<file path="config.mk">
export PLATFORM = sky130hd
export DESIGN_NAME = rs232_tx_arbiter
export DESIGN_NICKNAME = d
export VERILOG_FILES = /design/src/rtl/rs232_tx_arbiter.sv
export SDC_FILE = /design/constraint.sdc
export NUM_CORES = 1
export LEC_CHECK = 0
export CORE_AREA = 3 3 61 63
export DETAILED_ROUTE_END_ITERATION = 6
export DIE_AREA = 0 0 64 66
export GPL_TIMING_DRIVEN = 0
export PLACE_DENSITY = 0.86
export SYNTH_ARGS = -nofsm -noshare
export SYNTH_HDL_FRONTEND = slang
export SYNTH_SLANG_ARGS = --single-unit
</file>
<file path="constraint.sdc">
create_clock -name clk -period 2.4 [get_ports clk]
set_input_delay 0.48 -clock clk [delete_from_list [all_inputs] [get_ports clk]]
set_output_delay 0.48 -clock clk [all_outputs]
set_load 0.05 [all_outputs]
</file>
<file path="src/rtl/rs232_tx_arbiter.sv">
// Shares one RS232 byte transmitter between N_REQ producers and acks each finished frame.
// Define RS232_TX_ARB_RR_EN for round-robin selection; otherwise the lowest index wins.
module rs232_tx_arbiter #(
    parameter int N_REQ   = 4,
    parameter int IDX_W   = 2,
    parameter int TMO_CYC = 8
) (
    input  logic               clk,
    input  logic               reset,
    input  logic [N_REQ-1:0]   req,
    input  logic [8*N_REQ-1:0] din,
    output logic [N_REQ-1:0]   ack,
    output logic [IDX_W-1:0]   gnt_idx,
    output logic               busy,
    output logic               err,
    output logic [7:0]         tx_d,
    output logic               tx_stt,
    input  logic               tx_eot
);

    localparam int CNT_W = (TMO_CYC > 1) ? $clog2(TMO_CYC) : 1;

    typedef enum logic [2:0] {
        ST_IDLE,
        ST_LAUNCH,
        ST_SENDING,
        ST_ACK,
        ST_GAP
    } state_t;

    state_t             state_reg;
    logic [CNT_W-1:0]   tmo_cnt_reg;
    logic [N_REQ-1:0]   ack_reg;
    logic [IDX_W-1:0]   gnt_idx_reg;
    logic               busy_reg;
    logic               err_reg;
    logic [7:0]         tx_d_reg;
    logic               tx_stt_reg;

    logic [7:0]         din_lane [N_REQ];
    logic [IDX_W-1:0]   win_idx;

    generate
        for (genvar gi = 0; gi < N_REQ; gi++) begin : g_lane
            assign din_lane[gi] = din[8*gi +: 8];
        end
    endgenerate

`ifdef RS232_TX_ARB_RR_EN
    logic [IDX_W-1:0] rr_ptr_reg;
    logic             rr_hit;
    int               rr_j;

    // First set request at or after the pointer, wrapping modulo N_REQ.
    always_comb begin
        win_idx = '0;
        rr_hit  = 1'b0;
        rr_j    = 0;
        for (int k = 0; k < N_REQ; k++) begin
            rr_j = (int'(rr_ptr_reg) + k) % N_REQ;
            if (!rr_hit && req[rr_j]) begin
                rr_hit  = 1'b1;
                win_idx = IDX_W'(rr_j);
            end
        end
    end
`else
    always_comb begin
        win_idx = '0;
        for (int k = N_REQ - 1; k >= 0; k--) begin
            if (req[k]) begin
                win_idx = IDX_W'(k);
            end
        end
    end
`endif

    always_ff @(posedge clk or posedge reset) begin
        if (reset) begin
            state_reg   <= ST_IDLE;
            tmo_cnt_reg <= '0;
            ack_reg     <= '0;
            gnt_idx_reg <= '0;
            busy_reg    <= 1'b0;
            err_reg     <= 1'b0;
            tx_d_reg    <= 8'h00;
            tx_stt_reg  <= 1'b0;
`ifdef RS232_TX_ARB_RR_EN
            rr_ptr_reg  <= '0;
`endif
        end else begin
            ack_reg <= '0;
            err_reg <= 1'b0;
            case (state_reg)
                ST_IDLE: begin
                    // A low EOT here means someone else's frame is still on the line.
                    if (|req && tx_eot) begin
                        gnt_idx_reg <= win_idx;
                        tx_d_reg    <= din_lane[win_idx];
                        tmo_cnt_reg <= '0;
                        tx_stt_reg  <= 1'b1;
                        busy_reg    <= 1'b1;
                        state_reg   <= ST_LAUNCH;
                    end
                end
                ST_LAUNCH: begin
                    if (!tx_eot) begin
                        tx_stt_reg <= 1'b0;
                        state_reg  <= ST_SENDING;
                    end else if (tmo_cnt_reg == CNT_W'(TMO_CYC - 1)) begin
                        tx_stt_reg <= 1'b0;
                        err_reg    <= 1'b1;
                        state_reg  <= ST_GAP;
                    end else begin
                        tmo_cnt_reg <= tmo_cnt_reg + 1'b1;
                    end
                end
                ST_SENDING: begin
                    if (tx_eot) begin
                        ack_reg[gnt_idx_reg] <= 1'b1;
                        state_reg            <= ST_ACK;
                    end
                end
                ST_ACK: begin
`ifdef RS232_TX_ARB_RR_EN
                    rr_ptr_reg <= (gnt_idx_reg == IDX_W'(N_REQ - 1)) ? '0 : gnt_idx_reg + 1'b1;
`endif
                    state_reg <= ST_GAP;
                end
                ST_GAP: begin
                    busy_reg  <= 1'b0;
                    state_reg <= ST_IDLE;
                end
                default: begin
                    busy_reg   <= 1'b0;
                    tx_stt_reg <= 1'b0;
                    state_reg  <= ST_IDLE;
                end
            endcase
        end
    end

    assign ack     = ack_reg;
    assign gnt_idx = gnt_idx_reg;
    assign busy    = busy_reg;
    assign err     = err_reg;
    assign tx_d    = tx_d_reg;
    assign tx_stt  = tx_stt_reg;

endmodule

</file>
==> impl_metrics.py, run 1 <==
metrics = {
    "status": {
        "outcome": "completed",
    },
    "grt": {
        "grt_pass1_vias": 1320,
        "grt_pass1_wl_um": 6279,
        "grt_max_degree": 24,
        "track_usage_pct": 19.07,
        "antenna_found_initial": 0,
        "grt_overflow_total": 0,
    },
    "routing": {
        "routed_wirelength_um": 3828,
        "drc": 0,
        "routedWlPerCell_um": 15.75,
        "antenna_left": 0,
        "vias": 1357,
        "first_pass_iters": 4,
        "vias_per_cell": 5.584,
        "first_iter_violations": 79,
    },
    "sta": {
        "tightest_slew_ps": 861.6,
        "finalCritPeriodShare_pct": 86.65,
        "fmax_mhz": 480.8,
        "clock_skew_ps": 3.663,
        "tns_ps": 0,
        "timing.slew.headroom_pct": 42.49,
        "rsz0062_at_grt": "false",
        "hold_viol": 0,
        "fin_crit_ps": 2080,
        "slew_viol_final": 0,
        "setup_violations": 0,
    },
    "clock_tree": {
        "htree_levels": 1,
        "cts_tree": "done",
        "hold_buffers": 0,
        "numCtsBuffers": 3,
        "cts_root_buf": "clkbuf_4",
        "post_cts_buffers": 0,
        "clockBufferDepth": 2,
        "cts.reportedPaths.clkPinSlew_ps": 130,
        "clk_latency_ps": 310,
        "cts_sinks": 23,
    },
    "synthesis": {
        "synth-edff-count": 0,
        "synth_flop_cell": "dfrtp_1",
        "syn_inst": 138,
        "ys_ff_latch": 23,
        "synth_cell_types": 34,
        "synth.net_count": 179,
        "ys_warn_count": 0,
        "async_flop_share_pct": 100.0,
        "netlist_area_mm2": 0.001370,
        "synth-seq-area-share_pct": 42.01,
        "syn_avg_cell_area_um2": 9.928,
    },
    "cells_and_area": {
        "largest_register_ffs": 8,
        "area_growth_pct": 46.85,
        "fillCellCount": 281,
        "utilization_pct": 61.26,
        "num_antenna_cells": 0,
        "layout-drive-gt1-share_pct": 11.17,
        "nNetsFinal": 239,
    },
    "worst_hold_path": {
        "holdCritPathClass": "register to register",
        "hold_depth": 2,
        "min_to": "tx_d[2]$_DFFE_PP0P_",
        "hold_start": "tx_d[2]$_DFFE_PP0P_",
    },
    "place": {
        "port-buffer-count": 55,
        "place.gp.congestion": 0.8401,
        "hpwl_um": 2831,
    },
    "critical_path": {
        "r2r_end": "tx_d[0]$_DFFE_PP0P_",
        "start_kind": "primary input",
        "end_kind": "register",
        "r2r-start": "state_reg[1]$_DFFE_PP0P_",
        "cp_data_required_time_ps": 2620,
        "cp.arrival_ps": 2300,
        "critPathSlowestCell": "nor4_2",
        "r2r_slack_ps": 580,
        "path_cells": "clkdlybuf4s50_1 -> clkbuf_1 -> nor4_2 -> o21ai_0 -> o41ai_2",
        "reg2reg_depth": 5,
        "crit_path_max_fanout": 10,
        "critPathKind": "primary input to register",
        "slowest_delay_ps": 740,
    },
    "die": {
        "row_count": 21,
        "die_h_um": 66,
        "io_pins": 56,
        "dieWidth_um": 64,
        "core_mm2": 0.003284,
        "dieArea_mm2": 0.004224,
        "start_util_pct": 41.71,
    },
    "flow_run": {
        "drv_cap": 0,
    },
    "power_and_ir_drop": {
        "vdd_drop_max_mv": 0.4460,
        "power_density_mw_per_mm2": 959.1,
        "p_leak_nw": 0.8266,
        "finalPower_mw": 1.930,
    },
}
## critical path, delay by kind of cell
family,cells,cell delay [ps]
compound gates,2,350
buf+inv,2,730
simple gates,1,740
## power breakdown
part           leakage (nW)  switching, mW  total, mW  internal (mW)
Sequential            0.293         0.0973      0.622          0.525
Combinational         0.516          0.661       1.12          0.461
Clock                0.0177          0.123      0.186         0.0624
## what timing repair did
item	4_1_cts	5_1_grt
resized for setup	1	0
hold endpoints to repair	0	0
setup endpoints to repair	1	0
## through the flow
step / instances / setup slack, ps / hold WS [ps] / instance area (um2)
2_1_floorplan: 138 / 663.4 / 481.9 / 1370
3_3_place_gp: 239 / -245.9 / 503.0 / 1978
3_5_place_dp: 239 / -370.5 / 507.8 / 1978
4_1_cts: 243 / 314.3 / 528.9 / 2012
5_1_grt: 243 / 152.9 / 561.4 / 2012
6_report: 243 / 320.3 / 534.4 / 2012
## synthesized netlist by cell type (2+ instances only)
cell type	count	area, um2
nor3_1	2	10.01
nand2b_1	3	18.77
nor2_1	15	56.30
nor4_1	3	18.77
a21oi_1	5	25.02
ha_1	2	25.02
clkbuf_1	7	26.28
or4b_2	2	20.02
a22o_1	5	43.79
inv_1	3	11.26
buf_6	2	22.52
nor2b_1	5	31.28
dfrtp_1	23	575.6
nand2_1	2	7.510
o31ai_1	7	52.55
or4_1	8	60.06
buf_1	2	7.510
o21ai_0	12	60.06
nor3b_1	2	15.01
o22ai_1	7	43.79
o41ai_2	8	130.1
## kinds of logic after synthesis
kind of cell / count (synthesis) / share of synthesized area (%)
adders and majority gates: 2 / 1.826
AOI/OAI and AO/OA: 49 / 29.22
and+or+nand+nor: 47 / 20.64
buffers and inverters: 16 / 5.571
DFF: 23 / 42.01
muxes: 1 / 0.7306
## layer usage
metal  track usage (%)  up-vias  part of all wire, %
li1                  -      650                    -
met1             25.37      663                   44
met3             2.041        5                  3.9
met4             8.086        0                  1.7
met5                 0        -                    0
met2             31.35       39                   50
## cell type report
| class | count | area (um2) | area share, % |
|---|---|---|---|
| well taps | 46 | 57.56 | 2.861 |
| clock inverters | 1 | 5.005 | 0.2488 |
| plain buffers | 12 | 61.31 | 3.047 |
| flip-flops and latches | 23 | 575.6 | 28.61 |
| clock buffers | 3 | 22.52 | 1.119 |
| repair buffers | 55 | 550.5 | 27.36 |
| inverters | 4 | 15.01 | 0.7463 |
| multi-input cells | 99 | 724.4 | 36.01 |
## worst max path at each step
stage               slack (ps)  depth (start not counted)             endpoint              startpoint
finish                     320                          5  tx_d[0]$_DFFE_PP0P_                  req[2]
global route               150                          5  tx_d[7]$_DFFE_PP0P_                  req[2]
CTS                        310                          1           gnt_idx[1]  gnt_idx[1]$_DFFE_PP0P_
detailed placement        -370                          5  tx_d[0]$_DFFE_PP0P_                  req[2]
global placement          -250                          5  tx_d[2]$_DFFE_PP0P_                  req[1]
floorplan                  660                          4  tx_d[2]$_DFFE_PP0P_                  req[2]
## cell usage in the layout (no fill, tap or decap), drive strengths merged
master	instances
a21bo	1
a21oi	5
a22o	5
and3	1
buf	5
clkbuf	10
clkdlybuf4s50	55
clkinv	2
dfrtp	23
ha	2
inv	3
mux2i	1
nand2	2
nand2b	4
nand3	1
nor2	15
nor2b	5
nor3	2
nor3b	2
nor4	3
o211a	1
o21ai	12
o21bai	1
o221ai	1
o22a	1
o22ai	7
o31ai	7
o41ai	8
or2	1
or4	8
or4b	3
Power figures use the tool's default switching activity.
==> inputs of run 2 (changes only) <==
CORE_AREA = 3 3 72 74   (was 3 3 61 63)
DIE_AREA = 0 0 75 77   (was 0 0 64 66)
PLACE_DENSITY = 0.66   (was 0.86)
clock period = 2.2 ns   (was 2.4 ns; I/O delays follow)
==> run 2 against run 1 <==
Register-to-register slack worse by 190 ps. Clock power is 48% higher. Core utilization shrank 17 points. Global-route usage fell by 4.8 points. Worst hold slack got worse by 4.4 ps. Largest power group unchanged.
==> impl_metrics.py, run 2 (synthesis results as in run 1) <==
metrics = {
    "status": {
        "outcome": "completed",
    },
    "cells_and_area": {
        "stdcell_count": 250,
        "largest_register_ffs": 8,
        "final_cell_mix": "55 x clkdlybuf4s50_1, 23 x dfrtp_1, 15 x nor2_1, 12 x o21ai_0",
        "num_antenna_cells": 0,
        "final_common_cell": "clkdlybuf4s50_1",
        "nNetsFinal": 238,
        "utilization_pct": 43.92,
        "layout-drive-gt1-share_pct": 11.73,
        "fillCellCount": 463,
        "area_growth_pct": 49.41,
    },
    "sta": {
        "tightest_slew_ps": 918.8,
        "hold_viol": 0,
        "rsz0062_at_grt": "false",
        "setup_ws_ps": 194.0,
        "slew_viol_final": 0,
        "clock_skew_ps": 2.536,
        "fin_crit_ps": 2006,
        "setup_violations": 0,
        "tns_ps": 0,
        "finalCritPeriodShare_pct": 91.18,
        "timing.slew.headroom_pct": 38.68,
        "fmax_mhz": 498.5,
    },
    "worst_hold_path": {
        "hold_start": "tx_d[3]$_DFFE_PP0P_",
        "hold_depth": 2,
        "min_to": "tx_d[3]$_DFFE_PP0P_",
        "holdCritPathClass": "register to register",
    },
    "grt": {
        "grt_pass1_wl_um": 6458,
        "track_usage_pct": 14.29,
        "grt_pass1_vias": 1336,
        "grt_overflow_total": 0,
        "antenna_found_initial": 0,
        "grt_max_degree": 24,
    },
    "power_and_ir_drop": {
        "power_density_mw_per_mm2": 1066,
        "clock_power_share_pct": 12.6,
        "seqPwrFrac_pct": 31.6,
        "power_switching_mw": 0.9795,
        "intPower_mw": 1.204,
        "vdd_drop_max_mv": 0.3419,
        "combPwrFrac_pct": 55.8,
        "p_leak_nw": 0.8377,
        "p_sw_share_pct": 44.87,
    },
    "place": {
        "hpwl_um": 2851,
        "place.gp.congestion": 0.8342,
        "post-place-ws_ps": -450.7,
        "port-buffer-count": 55,
        "dp_cells": 247,
    },
    "critical_path": {
        "r2r_end": "tx_d[7]$_DFFE_PP0P_",
        "cp_data_required_time_ps": 1760,
        "end_kind": "output port",
        "start_kind": "register",
        "path_delay_family": "buffers and inverters",
        "critPathSlowestCell": "clkdlybuf4s50_1",
        "critPathKind": "register to output port",
        "r2r-start": "state_reg[1]$_DFFE_PP0P_",
        "path_cells": "clkdlybuf4s50_1",
        "reg2reg_depth": 5,
        "path_buf_inv": 1,
        "r2r_slack_ps": 390,
        "slowest_delay_ps": 840,
        "cp.arrival_ps": 1570,
        "crit_path_max_fanout": 5,
    },
    "routing": {
        "vias": 1327,
        "routed_wirelength_um": 3941,
        "routedWlPerCell_um": 15.76,
        "drc": 0,
        "antenna_left": 0,
        "vias_per_cell": 5.308,
        "first_pass_iters": 4,
        "first_iter_violations": 76,
    },
    "clock_tree": {
        "cts_tree": "done",
        "cts.reportedPaths.clkPinSlew_ps": 90,
        "post_cts_buffers": 0,
        "htree_levels": 1,
        "hold_buffers": 0,
        "cts_sinks": 23,
        "clk_latency_ps": 270,
        "cts_root_buf": "clkbuf_8",
        "numCtsBuffers": 3,
        "clockBufferDepth": 2,
    },
    "die": {
        "start_util_pct": 29.40,
        "core_mm2": 0.004661,
        "die_h_um": 77,
        "dieWidth_um": 75,
        "dieArea_mm2": 0.005775,
        "io_pins": 56,
        "row_count": 25,
    },
    "flow_run": {
        "drv_cap": 0,
    },
}
run 2: cell types whose count changed in the layout (fill, tap and decap cells not counted):
cell / before / now
clkbuf_4: 3 / 0
nor4_4: 0 / 1
clkbuf_1: 7 / 5
clkbuf_8: 0 / 3
nor4_2: 1 / 0
clkbuf_2: 0 / 1
run 2: cell type report:
cell class	instances	area [um2]	share of cell area [%]
Inverter	4	15.01	0.7335
Tap cell	54	67.56	3.301
Sequential cell	23	575.6	28.12
Clock buffer	3	41.29	2.017
Clock inverter	1	5.005	0.2445
Buffer	11	58.81	2.873
Timing Repair Buffer	55	550.5	26.89
Multi-Input combinational cell	99	733.2	35.82
run 2: timing repair:
action	4_1_cts	5_1_grt
setup endpoints to repair	8	2
gates cloned	0	0
resized for setup	1	3
run 2: worst max path at each step:
| stage | from | endpoint | depth (start not counted) |
|---|---|---|---|
| after floorplan | req[2] | tx_d[2]$_DFFE_PP0P_ | 4 |
| after global placement | req[1] | tx_d[3]$_DFFE_PP0P_ | 5 |
| after detailed placement | req[1] | tx_d[7]$_DFFE_PP0P_ | 5 |
| after CTS | req[1] | tx_d[2]$_DFFE_PP0P_ | 5 |
| after global routing | req[1] | tx_d[2]$_DFFE_PP0P_ | 4 |
| final | gnt_idx[1]$_DFFE_PP0P_ | gnt_idx[1] | 1 |
run 2: metrics by stage:
step / instance area (um2) / power [mW] / hold slack [ps]
global route: 2047 / 2.329 / 574.0
floorplan: 1370 / 1.509 / 441.9
finish: 2047 / 2.183 / 530.0
CTS: 2041 / 2.204 / 535.5
detailed placement: 1988 / 1.924 / 515.5
global placement: 1988 / 1.907 / 507.7
run 2: layer usage:
| layer | track usage [%] | vias to the layer above | wire length, um |
|---|---|---|---|
| met5 | 0 | - | 0 |
| met4 | 4.270 | 0 | 56 |
| met3 | 1.442 | 5 | 190 |
| met2 | 22.13 | 40 | 1884 |
| met1 | 20.66 | 639 | 1810 |
| li1 | - | 643 | - |
run 2: power groups by stage:
stage	Sequential [mW]	Clock (mW)	Combinational (mW)
floorplan	1.07	0	0.437
global placement	0.693	0	1.21
detailed placement	0.701	0	1.22
CTS	0.695	0.280	1.23
global route	0.718	0.297	1.31
finish	0.690	0.275	1.22
==> inputs of run 3 (changes only) <==
--- a/config.mk
+++ b/config.mk
@@ -7,2 +7,3 @@
 export LEC_CHECK = 0
+export CAP_MARGIN = 40
 export CORE_AREA = 3 3 72 74
--- a/constraint.sdc
+++ b/constraint.sdc
@@ -3,2 +3,2 @@
 set_output_delay 0.44 -clock clk [all_outputs]
-set_load 0.05 [all_outputs]
+set_load 0.005 [all_outputs]
==> run 3 against run 2 <==
Clock power shrank 2%. Non-clock buffer count grew 3. Combinational power shrank 32%. Highest routed layer unchanged. Critical path type is now primary input to register. Cell count grew 1.2%. Sequential power is essentially flat. Sequential share of layout area shrank 0.36 points. First-iteration DRC count shrank 34%. Largest power group unchanged.
==> impl_metrics.py, run 3 (synthesis results as in run 1) <==
metrics = {
    "sta": {
        "clock_skew_ps": 2.799,
        "rsz0062_at_grt": "false",
        "setup_violations": 0,
        "fin_hold_ws_ps": 456.8,
        "fmax_mhz": 476.7,
        "slew_viol_final": 0,
        "timing.slew.headroom_pct": 65.55,
        "tightest_slew_ps": 515.7,
        "fin_crit_ps": 2098,
        "finalCritPeriodShare_pct": 95.34,
        "hold_viol": 0,
    },
    "routing": {
        "routed_wirelength_um": 4002,
        "drc": 0,
        "routedWlPerCell_um": 15.82,
        "vias": 1335,
        "first_pass_iters": 5,
        "first_iter_violations": 50,
        "vias_per_cell": 5.277,
        "antenna_left": 0,
    },
    "power_and_ir_drop": {
        "p_sw_share_pct": 32.51,
        "power_density_mw_per_mm2": 863.0,
        "combPwrFrac_pct": 46.4,
        "vdd_drop_max_mv": 0.2856,
        "power_switching_mw": 0.5817,
        "seqPwrFrac_pct": 38.5,
        "p_leak_nw": 0.8524,
        "intPower_mw": 1.208,
        "clock_power_share_pct": 15.1,
    },
    "place": {
        "hpwl_um": 2963,
        "place.gp.congestion": 0.8342,
        "port-buffer-count": 55,
        "dp_cells": 249,
    },
    "cells_and_area": {
        "num_antenna_cells": 0,
        "largest_register_ffs": 8,
        "layout-drive-gt1-share_pct": 12.06,
        "final_cell_mix": "55 x clkdlybuf4s50_1, 23 x dfrtp_1, 15 x nor2_1, 12 x o21ai_0",
        "area_growth_pct": 51.32,
        "stdcell_count": 253,
        "final_common_cell": "clkdlybuf4s50_1",
        "nNetsFinal": 241,
        "fillCellCount": 451,
    },
    "clock_tree": {
        "htree_levels": 1,
        "hold_buffers": 0,
        "clockBufferDepth": 2,
        "post_cts_buffers": 0,
        "cts.reportedPaths.clkPinSlew_ps": 90,
        "numCtsBuffers": 3,
        "cts_sinks": 23,
        "post_cts_resized": 0,
        "clk_latency_ps": 270,
        "cts_tree": "done",
        "cts_root_buf": "clkbuf_8",
    },
    "grt": {
        "antenna_found_initial": 0,
        "grt_pass1_wl_um": 6541,
        "grt_pass1_vias": 1350,
        "grt_overflow_total": 0,
        "track_usage_pct": 14.43,
        "grt_max_degree": 17,
    },
    "critical_path": {
        "path_cells": "clkdlybuf4s50_1 -> or4b_2 -> clkbuf_1 -> o221ai_1 -> o41ai_2",
        "r2r_slack_ps": 390,
        "critPathSlowestCell": "or4b_2",
        "r2r_end": "tx_d[7]$_DFFE_PP0P_",
        "slowest_delay_ps": 680,
        "start_kind": "primary input",
        "end_kind": "register",
        "cp_data_required_time_ps": 2350,
        "critPathKind": "primary input to register",
        "cp.arrival_ps": 2250,
        "r2r-start": "state_reg[1]$_DFFE_PP0P_",
        "crit_path_max_fanout": 8,
        "reg2reg_depth": 5,
        "path_buf_inv": 2,
        "path_delay_family": "buffers and inverters",
    },
    "status": {
        "outcome": "completed",
    },
    "die": {
        "io_pins": 56,
        "dieArea_mm2": 0.005775,
        "core_mm2": 0.004661,
        "row_count": 25,
        "dieWidth_um": 75,
        "start_util_pct": 29.40,
        "die_h_um": 77,
    },
    "worst_hold_path": {
        "holdCritPathClass": "primary input to async pin",
    },
    "flow_run": {
        "drv_cap": 0,
    },
}
-- run 3: area by class of cell --
class	count	area, um2	area share [%]
buffer	12	61.31	2.957
tap	54	67.56	3.259
multi-input combinational	99	724.4	34.94
inverter	4	15.01	0.7242
clock inverter	1	5.005	0.2414
sequential	23	575.6	27.76
clock buffer	3	41.29	1.992
timing repair buffer	57	583.1	28.12
-- run 3: how the worst max path moves through the flow --
stage	to	depth (start not counted)	slack, ps	from
floorplan	tx_d[2]$_DFFE_PP0P_	4	500	req[2]
global placement	tx_d[3]$_DFFE_PP0P_	5	-450	req[1]
detailed placement	tx_d[2]$_DFFE_PP0P_	5	-180	req[1]
CTS	tx_d[2]$_DFFE_PP0P_	5	100	req[1]
global route	tx_d[2]$_DFFE_PP0P_	5	10	req[1]
finish	tx_d[2]$_DFFE_PP0P_	5	100	req[2]
-- run 3: metrics by stage --
step           setup WS, ps  instance area [um2]  total power, mW  utilization (%)  TNS, ps
2_1_floorplan         503.4                 1370            1.119                -        0
3_3_place_gp         -445.3                 1988            1.511            42.66    -3543
3_5_place_dp         -178.1                 2021            1.536            43.36   -880.5
4_1_cts               100.2                 2067            1.811            44.35        0
5_1_grt               10.42                 2073            1.944            44.48        0
6_report              102.4                 2073            1.789            44.48        0
-- run 3: power groups by stage --
stage	Sequential, mW	Clock (mW)	Combinational (mW)
after floorplan	0.682	0	0.437
after global placement	0.693	0	0.818
after detailed placement	0.699	0	0.837
after CTS	0.693	0.276	0.842
after global routing	0.719	0.298	0.927
final	0.689	0.270	0.830
-- run 3: per-layer routing --
metal	share of wire [%]	track usage (%)	routed length [um]	vias up
li1	-	-	-	648
met1	45	19.95	1806	634
met2	48	23.26	1933	49
met3	5.7	1.966	229	4
met4	0.82	3.737	33	0
met5	0	0	0	-
